[src/rtl/gb_vga_pkg.sv]
`default_nettype none
// ============================================================================
// Module   : gb_vga_pkg
// Purpose  : Shared constants and types for the Game Boy VGA scanout path:
//            640x480@60 timing, Game Boy image geometry, framebuffer depth,
//            shade and 4:4:4 RGB types.
// Ports    : none (package)
// Revision : 1.0  initial release
// ============================================================================
package gb_vga_pkg;

    // Horizontal timing, in pixel clocks
    localparam int H_VISIBLE = 640;
    localparam int H_FP      = 16;
    localparam int H_SYNC    = 96;
    localparam int H_BP      = 48;
    localparam int H_TOTAL   = H_VISIBLE + H_FP + H_SYNC + H_BP;   // 800

    // Vertical timing, in lines
    localparam int V_VISIBLE = 480;
    localparam int V_FP      = 10;
    localparam int V_SYNC    = 2;
    localparam int V_BP      = 33;
    localparam int V_TOTAL   = V_VISIBLE + V_FP + V_SYNC + V_BP;   // 525

    // Source image geometry
    localparam int GB_WIDTH  = 160;
    localparam int GB_HEIGHT = 144;
    localparam int SCALE     = 3;
    localparam int FB_DEPTH  = GB_WIDTH * GB_HEIGHT;               // 23040

    // Width of the h/v position counters (covers 0..799)
    localparam int CNT_W     = 10;

    typedef logic [1:0] shade_t;

    typedef struct packed {
        logic [3:0] r;
        logic [3:0] g;
        logic [3:0] b;
    } rgb444_t;

endpackage : gb_vga_pkg
`default_nettype wire

[src/rtl/gb_vga_timing.sv]
`default_nettype none
// ============================================================================
// Module   : gb_vga_timing
// Purpose  : 640x480@60 raster counters. Produces the current position and
//            the position-derived strobes (syncs, visible, frame start),
//            all combinational from the registered counters.
// Ports    : clk            pixel clock
//            rst            synchronous active-high reset
//            o_h, o_v       current column / line
//            o_hsync_n      horizontal sync, active-low
//            o_vsync_n      vertical sync, active-low
//            o_visible      position lies in the 640x480 active area
//            o_frame_start  position is (0,0)
// Revision : 1.0  initial release
// ============================================================================
module gb_vga_timing
    import gb_vga_pkg::*;
(
    input  logic             clk,
    input  logic             rst,
    output logic [CNT_W-1:0] o_h,
    output logic [CNT_W-1:0] o_v,
    output logic             o_hsync_n,
    output logic             o_vsync_n,
    output logic             o_visible,
    output logic             o_frame_start
);

    localparam logic [CNT_W-1:0] c_h_last     = CNT_W'(H_TOTAL - 1);
    localparam logic [CNT_W-1:0] c_v_last     = CNT_W'(V_TOTAL - 1);
    localparam logic [CNT_W-1:0] c_h_vis      = CNT_W'(H_VISIBLE);
    localparam logic [CNT_W-1:0] c_v_vis      = CNT_W'(V_VISIBLE);
    localparam logic [CNT_W-1:0] c_hs_start   = CNT_W'(H_VISIBLE + H_FP);
    localparam logic [CNT_W-1:0] c_hs_end     = CNT_W'(H_VISIBLE + H_FP + H_SYNC);
    localparam logic [CNT_W-1:0] c_vs_start   = CNT_W'(V_VISIBLE + V_FP);
    localparam logic [CNT_W-1:0] c_vs_end     = CNT_W'(V_VISIBLE + V_FP + V_SYNC);

    logic [CNT_W-1:0] r_h;
    logic [CNT_W-1:0] r_v;

    always_ff @(posedge clk) begin
        if (rst) begin
            r_h <= '0;
            r_v <= '0;
        end else if (r_h == c_h_last) begin
            r_h <= '0;
            r_v <= (r_v == c_v_last) ? '0 : r_v + 1'b1;
        end else begin
            r_h <= r_h + 1'b1;
        end
    end

    assign o_h           = r_h;
    assign o_v           = r_v;
    assign o_hsync_n     = !((r_h >= c_hs_start) && (r_h < c_hs_end));
    assign o_vsync_n     = !((r_v >= c_vs_start) && (r_v < c_vs_end));
    assign o_visible     = (r_h < c_h_vis) && (r_v < c_v_vis);
    assign o_frame_start = (r_h == '0) && (r_v == '0);

endmodule : gb_vga_timing
`default_nettype wire

[src/rtl/gb_vga_scanout.sv]
`default_nettype none
// ============================================================================
// Module   : gb_vga_scanout
// Purpose  : Framebuffer read side for a 160x144 Game Boy image shown 3x
//            scaled and centred in 640x480@60 VGA. Generates read addresses
//            incrementally, maps shades to RGB and delays the syncs so that
//            everything at the pins lags the raster counters by 2 clocks.
// Config   : DMG_PALETTE_EN  defined   -> classic green DMG palette
//                            undefined -> grey palette
// Ports    : VGA_CLK      pixel clock (25.175 MHz)
//            RST          synchronous active-high reset
//            FB_RADDR     framebuffer read address (registered)
//            FB_DOUT      framebuffer read data for the current FB_RADDR
//            VGA_HSYNC    horizontal sync, active-low
//            VGA_VSYNC    vertical sync, active-low
//            VGA_R/G/B    4-bit colour channels
//            FRAME_START  one-cycle pulse with pixel (0,0) at the pins
// Revision : 1.0  initial release
// ============================================================================
module gb_vga_scanout
    import gb_vga_pkg::*;
#(
    parameter int ADDR_WIDTH = 15,
    parameter int DATA_WIDTH = 2,
    parameter int H_OFFSET   = 80,
    parameter int V_OFFSET   = 24
)(
    input  logic                  VGA_CLK,
    input  logic                  RST,
    output logic [ADDR_WIDTH-1:0] FB_RADDR,
    input  logic [DATA_WIDTH-1:0] FB_DOUT,
    output logic                  VGA_HSYNC,
    output logic                  VGA_VSYNC,
    output logic [3:0]            VGA_R,
    output logic [3:0]            VGA_G,
    output logic [3:0]            VGA_B,
    output logic                  FRAME_START
);

    localparam logic [CNT_W-1:0]      c_win_x0   = CNT_W'(H_OFFSET);
    localparam logic [CNT_W-1:0]      c_win_x1   = CNT_W'(H_OFFSET + GB_WIDTH * SCALE - 1);
    localparam logic [CNT_W-1:0]      c_win_y0   = CNT_W'(V_OFFSET);
    localparam logic [CNT_W-1:0]      c_win_y1   = CNT_W'(V_OFFSET + GB_HEIGHT * SCALE - 1);
    localparam logic [1:0]            c_sub_last = 2'(SCALE - 1);
    localparam logic [ADDR_WIDTH-1:0] c_row_step = ADDR_WIDTH'(GB_WIDTH);

    // ---------------------------------------------------------------- timing
    logic [CNT_W-1:0] w_h;
    logic [CNT_W-1:0] w_v;
    logic             w_hsync_n;
    logic             w_vsync_n;
    logic             w_visible;
    logic             w_frame_start;

    gb_vga_timing u_timing (
        .clk           (VGA_CLK),
        .rst           (RST),
        .o_h           (w_h),
        .o_v           (w_v),
        .o_hsync_n     (w_hsync_n),
        .o_vsync_n     (w_vsync_n),
        .o_visible     (w_visible),
        .o_frame_start (w_frame_start)
    );

    logic w_win_row;
    logic w_in_win;
    logic w_line_end;

    assign w_win_row  = (w_v >= c_win_y0) && (w_v <= c_win_y1);
    assign w_in_win   = w_visible && w_win_row && (w_h >= c_win_x0) && (w_h <= c_win_x1);
    assign w_line_end = w_win_row && (w_h == c_win_x1);

    // ------------------------------------------------ address generation (stage 1)
    // r_xsub/r_xidx describe the pixel currently at the counters. They are
    // held at zero outside the window, so they are already correct on the
    // first window column. r_xidx briefly reaches 160 after the last column;
    // that value is never used because the next column is outside the window.
    logic [1:0]            r_xsub;
    logic [7:0]            r_xidx;
    logic [1:0]            r_ysub;
    logic [ADDR_WIDTH-1:0] r_line_base;
    logic [ADDR_WIDTH-1:0] r_raddr;

    always_ff @(posedge VGA_CLK) begin
        if (RST) begin
            r_xsub      <= '0;
            r_xidx      <= '0;
            r_ysub      <= '0;
            r_line_base <= '0;
            r_raddr     <= '0;
        end else begin
            if (w_in_win) begin
                r_raddr <= r_line_base + ADDR_WIDTH'(r_xidx);
                if (r_xsub == c_sub_last) begin
                    r_xsub <= '0;
                    r_xidx <= r_xidx + 8'd1;
                end else begin
                    r_xsub <= r_xsub + 2'd1;
                end
            end else begin
                r_xsub <= '0;
                r_xidx <= '0;
            end

            // Line base steps one source row after its third repeat, and
            // restarts on every line 0 so a frame never inherits stale state.
            if (w_v == '0) begin
                r_ysub      <= '0;
                r_line_base <= '0;
            end else if (w_line_end) begin
                if (r_ysub == c_sub_last) begin
                    r_ysub      <= '0;
                    r_line_base <= r_line_base + c_row_step;
                end else begin
                    r_ysub <= r_ysub + 2'd1;
                end
            end
        end
    end

    assign FB_RADDR = r_raddr;

    // ------------------------------------------------------------- palette
    rgb444_t w_pal;

    always_comb begin
        w_pal = '0;
        case (shade_t'(FB_DOUT))
`ifdef DMG_PALETTE_EN
            2'd0:    w_pal = {4'h9, 4'hB, 4'h1};
            2'd1:    w_pal = {4'h8, 4'hA, 4'h1};
            2'd2:    w_pal = {4'h3, 4'h6, 4'h3};
            default: w_pal = {4'h0, 4'h3, 4'h0};
`else
            2'd0:    w_pal = {4'hF, 4'hF, 4'hF};
            2'd1:    w_pal = {4'hA, 4'hA, 4'hA};
            2'd2:    w_pal = {4'h5, 4'h5, 4'h5};
            default: w_pal = {4'h0, 4'h0, 4'h0};
`endif
        endcase
    end

    // ------------------------------------------------------ output pipeline
    // Stage 1 travels alongside FB_RADDR; stage 2 is the pin register.
    // r_vld1 keeps the pins at their idle values for the first two clocks
    // after reset while the pipeline refills.
    logic    r_vld1;
    logic    r_hs1;
    logic    r_vs1;
    logic    r_win1;
    logic    r_fs1;
    logic    r_hs2;
    logic    r_vs2;
    logic    r_fs2;
    rgb444_t r_rgb2;

    always_ff @(posedge VGA_CLK) begin
        if (RST) begin
            r_vld1 <= 1'b0;
            r_hs1  <= 1'b1;
            r_vs1  <= 1'b1;
            r_win1 <= 1'b0;
            r_fs1  <= 1'b0;
            r_hs2  <= 1'b1;
            r_vs2  <= 1'b1;
            r_fs2  <= 1'b0;
            r_rgb2 <= '0;
        end else begin
            r_vld1 <= 1'b1;
            r_hs1  <= w_hsync_n;
            r_vs1  <= w_vsync_n;
            r_win1 <= w_in_win;
            r_fs1  <= w_frame_start;
            if (r_vld1) begin
                r_hs2  <= r_hs1;
                r_vs2  <= r_vs1;
                r_fs2  <= r_fs1;
                r_rgb2 <= r_win1 ? w_pal : '0;
            end else begin
                r_hs2  <= 1'b1;
                r_vs2  <= 1'b1;
                r_fs2  <= 1'b0;
                r_rgb2 <= '0;
            end
        end
    end

    assign VGA_HSYNC   = r_hs2;
    assign VGA_VSYNC   = r_vs2;
    assign FRAME_START = r_fs2;
    assign VGA_R       = r_rgb2.r;
    assign VGA_G       = r_rgb2.g;
    assign VGA_B       = r_rgb2.b;

endmodule : gb_vga_scanout
`default_nettype wire

[config.mk]
export PLATFORM = sky130hd
export DESIGN_NAME = gb_vga_scanout
export DESIGN_NICKNAME = d
export VERILOG_FILES = /design/src/rtl/gb_vga_pkg.sv /design/src/rtl/gb_vga_timing.sv /design/src/rtl/gb_vga_scanout.sv
export SDC_FILE = /design/constraint.sdc
export NUM_CORES = 1
export LEC_CHECK = 0
export BUFFER_PORTS_ARGS = -buffer_cell sky130_fd_sc_hd__clkbuf_2
export CORE_MARGIN = 5
export CORE_UTILIZATION = 50
export CTS_CLUSTER_DIAMETER = 60
export DETAILED_ROUTE_END_ITERATION = 7
export GPL_TIMING_DRIVEN = 0
export PLACE_DENSITY = 0.7
export SKIP_LAST_GASP = 1
export SLEW_MARGIN = 10
export SYNTH_ARGS = -nofsm -noshare
export SYNTH_HDL_FRONTEND = slang
export SYNTH_SLANG_ARGS = --single-unit
[constraint.sdc]
create_clock -name VGA_CLK -period 5.44 [get_ports VGA_CLK]
set_clock_uncertainty 0.05 [all_clocks]
set_input_delay 0.544 -clock VGA_CLK [delete_from_list [all_inputs] [get_ports VGA_CLK]]
set_output_delay 0.544 -clock VGA_CLK [all_outputs]
set_load 0.1 [all_outputs]
---- Word level (Yosys, flattened, before mapping) ----
Index checks and enable logic that the tools add are counted.
storage, ports and cells
  input port bits ......................... 4
  logic and storage cells ................. 70
  flip-flop bits (word level) ............. 82
operators by class
  add/subtract/negate cells ............... 7
  multiplexer cells ....................... 4
  order comparisons ....................... 10
  bitwise logic cells ..................... 3
  equality and inequality tests ........... 7
  reduce and logical (&&, ||, !) cells .... 21
operators by type and width
  operator               number
  $pmux 12 s3            1
  $eq 10x10->1 const B   3
  $add 10x1->10 const B  2
  $logic_not 10->1       2
  $lt 10x10->1 const B   2
  $lt 10x9->1 const B    2
  $add 15x8->15          1
  $add 15x8->15 const B  1
  $ge 10x10->1 const B   1
  $ge 10x5->1 const B    1
  $ge 10x7->1 const B    1
  $ge 10x9->1 const B    1
  $le 10x10->1 const B   1
  $le 10x9->1 const B    1
  $mux 10                1
  $logic_and 1x1->1      9
  $add 8x1->8 const B    1
  $reduce_or 2->1        4
  $eq 2x2->1 const B     3
  $reduce_or 3->1        2
  $add 2x1->2 const B    2
  $not 1->1              3
  $eq 2x1->1 const B     1
  $logic_not 1->1        2
  other kinds (4)        4

---- Logic depth before layout (Yosys ltp) ----
  depth in word-level cells ............... 7
  depth in mapped cells ................... 8
  mapped depth without buffers ............ 7

---- Cells and area by module ----
A second synthesis with hierarchy kept.
second synthesis, totals
  cells, all modules ...................... 360
  area total of the unflattened synthesis .. 3248.1 um^2
by module, submodules not included
  module          area an instance (um^2)  seq. area each (um^2)  cells an instance  times used
  gb_vga_scanout  2164.6                   940.9                  232                1
  gb_vga_timing   1083.5                   400.4                  128                1

---- Worst setup path before layout ----
OpenSTA, ideal clock, no wires.
  path type ............................... flip-flop to flip-flop
  start ................................... register u_timing.r_h[4], in the netlist u_timing.o_h[4]
  end ..................................... register r_line_base[6]
  arrival ................................. 1.908 ns
  data required time ...................... 5.258 ns
  stages on the path, launching flop included .. 8
  clock period less this slack ............ 2.091 ns
  setup slack ............................. 3.349 ns
  path buffers ............................ 2
  setup time .............................. 0.132 ns
  cell sequence ........................... dfxtp_1 > buf_6 > or4b_4 > or3b_1 > buf_6 > nor3_2 > mux2i_1 > nor2_1
on the way
  longest elaborated chain between the ends .. 3
RTL lines
  element                            line                   source
  start: declaration                 gb_vga_timing.sv:38    logic [CNT_W-1:0] r_h;
  start signal: assignment           gb_vga_timing.sv:49    r_h <= r_h + 1'b1;
  $eq 10x10->1                       gb_vga_scanout.sv:72   assign w_line_end = w_win_row && (w_h == c_win_x1);
  $logic_and 1x1->1                  gb_vga_scanout.sv:72
  $reduce_and 2->1 (no source line)  -
  end signal: assignment             gb_vga_scanout.sv:114  r_line_base <= r_line_base + c_row_step;
  end: declaration                   gb_vga_scanout.sv:82   logic [ADDR_WIDTH-1:0] r_line_base;
Every way passes these cells.
A chain may end at the register's enable or synchronous reset.

---- Final worst setup path ----
  start ................................... register u_timing.r_h[0], in the netlist u_timing.o_h[0]
  end ..................................... register u_timing.r_v[5], in the netlist u_timing.o_v[5]
on the way
  longest elaborated chain between the ends .. 1
RTL lines
  element                 line                 source
  $eq 10x10->1            gb_vga_timing.sv:45  end else if (r_h == c_h_last) begin
  end signal: assignment  gb_vga_timing.sv:47  r_v <= (r_v == c_v_last) ? '0 : r_v + 1'b1;
  end: declaration        gb_vga_timing.sv:39  logic [CNT_W-1:0] r_v;
Every way passes these cells.

==> impl_metrics.env <==
export IMPL_status="completed"
export IMPL_grt_setup_unrepaired="no"
export IMPL_cts_resized=0
export IMPL_fin_tns_setup_ns=0
export IMPL_placed_cells=450
export IMPL_cp_data_required_time_ns=5.60
export IMPL_report_final_slew_viol_count=0
export IMPL_drt_wl_total_um=6010
export IMPL_area_growth_pct=15.5
export IMPL_cts_tree="built"
export IMPL_synth_main_ff_cell="dfxtp_1"
export IMPL_routedWlPerCell_um=12.9
export IMPL_final_area_mm2=0.00362
export IMPL_dpl_instance_area_mm2=0.00339
export IMPL_vdd_drop_max_uv=139
export IMPL_grt_usage_pct=16.8
export IMPL_worst_slew_pin_slew_ns=0.759
export IMPL_io_pins=34
export IMPL_fin_crit_ns=2.32
export IMPL_path_clk_slew_ns=0.07
export IMPL_synthArstFlopShare_pct=0
export IMPL_setup_viol=0
export IMPL_num_rows=28
export IMPL_final_hold_viol_count=0
export IMPL_ys_types=44
export IMPL_fin_nets=401
export IMPL_crit_fanout=10
export IMPL_mostFrequentLayoutCell="dfxtp_1"
export IMPL_grt_pass1_vias=2196
export IMPL_final_cell_mix="dfxtp_1 (67), nor2_1 (61), clkbuf_2 (33), xnor2_1 (21)"
export IMPL_grt_max_degree=13
export IMPL_ant_nets=0
export IMPL_grt_remaining_overflow=0
export IMPL_drv_cap=0
export IMPL_cts_hold_buf=0
export IMPL_htree_levels=3
export IMPL_yosys_warnings=0
export IMPL_max_slew_margin_pct=48.1
export IMPL_grt_pass1_wl_um=10200
export IMPL_fmax_mhz=432
export IMPL_clock_latency_ns=0.35
export IMPL_firstDrtPassIters=4
export IMPL_synth_seq_cells=67
export IMPL_n_antenna_cell=0
export IMPL_period_share_pct=42.6
export IMPL_cts_root_buf="clkbuf_8"
export IMPL_route_detailed_drc=0
export IMPL_synth_yosys_seq_area_share_pct=42.8
export IMPL_fp_dieW_um=89.2
export IMPL_cts_buffers_inserted=9
export IMPL_end_kind="register"
export IMPL_post_cts_setup_buffer_count=0
export IMPL_core_area_mm2=0.00599
export IMPL_globalplace_congestion=0.868
export IMPL_antenna_found_initial=0
export IMPL_syn_area_mm2=0.00313
export IMPL_die_area_mm2=0.00795
export IMPL_io_buffers=33
export IMPL_initial_core_util_pct=52.3
export IMPL_path_class="reg -> reg"
export IMPL_total_leakage_power_uw=0.00135
export IMPL_synth_edf_count=0
export IMPL_synth_cells=342
export IMPL_cts_max_path_buffers=2
export IMPL_startpoint_type="register"
export IMPL_cts_sinks=67
export IMPL_power_density_mw_per_mm2=269
export IMPL_syn_mean_instance_area_um2=9.16
export IMPL_hpwlAfterDp_um=4350
export IMPL_fin_cells=466
export IMPL_dr_first_iter_drc_count=107
export IMPL_via_per_inst=5.12
export IMPL_die_h_um=89.2
export IMPL_crit_arrival_ns=2.47
export IMPL_final_layout_size_suffix_gt1_share_pct=20.5
export IMPL_synth_fp_nets=357
export IMPL_hold_path_class="in -> reg"
export IMPL_vias=2386
==> power breakdown <==
| group | internal (uW) | switching (uW) | total (uW) | leakage (uW) |
|---|---|---|---|---|
| logic | 4.60 | 11.3 | 15.9 | 0.000703 |
| clock network | 270 | 191 | 461 | 0.000108 |
| registers | 494 | 2.28 | 496 | 0.000541 |
| total | 768 | 205 | 973 | 0.00135 |
==> state kept, by name (all words and copies together) (netlist names) <==
register	cells
FB_RADDR	15
FRAME_START	1
VGA_HSYNC	1
VGA_R	2
VGA_VSYNC	1
r_fs1	1
r_hs1	1
r_line_base	10
r_vld1	1
r_vs1	1
r_win1	1
r_xidx	8
r_xsub	2
r_ysub	2
u_timing.o_h	10
u_timing.o_v	10
==> cell families after synthesis <==
group,synth area share (%)
buf+inv,6.51
simple gates,26.2
compound gates,4.55
xor+xnor,11.2
fa+ha+maj,4.63
flops,42.8
mux,4.15
==> per-layer routing <==
metal	part of all wire, %	wire length (um)	vias up	track usage [%]
met5	0	0	-	0
met4	2.3	141	0	9.34
met3	5.3	321	15	3.50
met2	41	2440	48	24.4
met1	52	3100	1082	23.0
li1	-	-	1241	-
==> metrics by stage <==
stage / total power (uW) / hold slack [ns] / setup slack [ns] / utilization, %
final: 973 / 0.302 / 3.12 / 60.4
after global routing: 1010 / 0.298 / 2.83 / 60.4
after CTS: 985 / 0.292 / 3.10 / 60.4
after detailed placement: 523 / 0.360 / 3.11 / 56.6
after global placement: 523 / 0.346 / 3.15 / 56.6
after floorplan: 517 / 0.336 / 3.35 / -
==> layout make-up <==
cell class,instances,area (um^2)
Sequential cell,67,1340
Clock inverter,6,88.8
Buffer,28,166
Tap cell,75,93.8
Inverter,10,37.5
Fill cell,519,2370
Clock buffer,10,138
Multi-Input combinational cell,237,1590
Timing Repair Buffer,33,165
==> cells in the mapped netlist (5+ instances only) <==
library cell,number,share of area (%)
dfxtp_1,67,43
nor2_1,61,7.3
xnor2_1,21,5.9
nand2_1,19,2.3
xor2_1,19,5.3
mux2i_1,13,4.2
buf_4,11,2.6
clkbuf_1,11,1.3
ha_1,10,4.0
nand3_1,10,1.6
inv_1,9,1.1
nor3_1,9,1.4
nand4_1,8,1.6
a211oi_1,7,1.7
nor4_1,6,1.2
o21ai_0,6,0.96
and3_1,5,1.0
nor4_2,5,2.0
==> worst max-delay path, cell delays in order (launching register included) <==
cell      delay, ns
dfxtp_1        0.38
ha_1           0.20
and3_1         0.16
clkbuf_1       0.28
nand4_1        0.40
o21ai_1        0.62
nor2_1         0.10
==> worst paths after layout <==
check                                      from              end  slack, ns  cells after the start
worst max-delay path            u_timing.o_h[0]  u_timing.o_v[5]       3.12                      6
worst min-delay path                 FB_DOUT[0]         VGA_R[2]       0.30                      2
worst max register to register  u_timing.o_h[0]  u_timing.o_v[5]       3.12                      6
worst min register to register        r_xsub[0]        r_xsub[0]       0.37                      1
No activity file was read; power rests on OpenSTA's default activity.
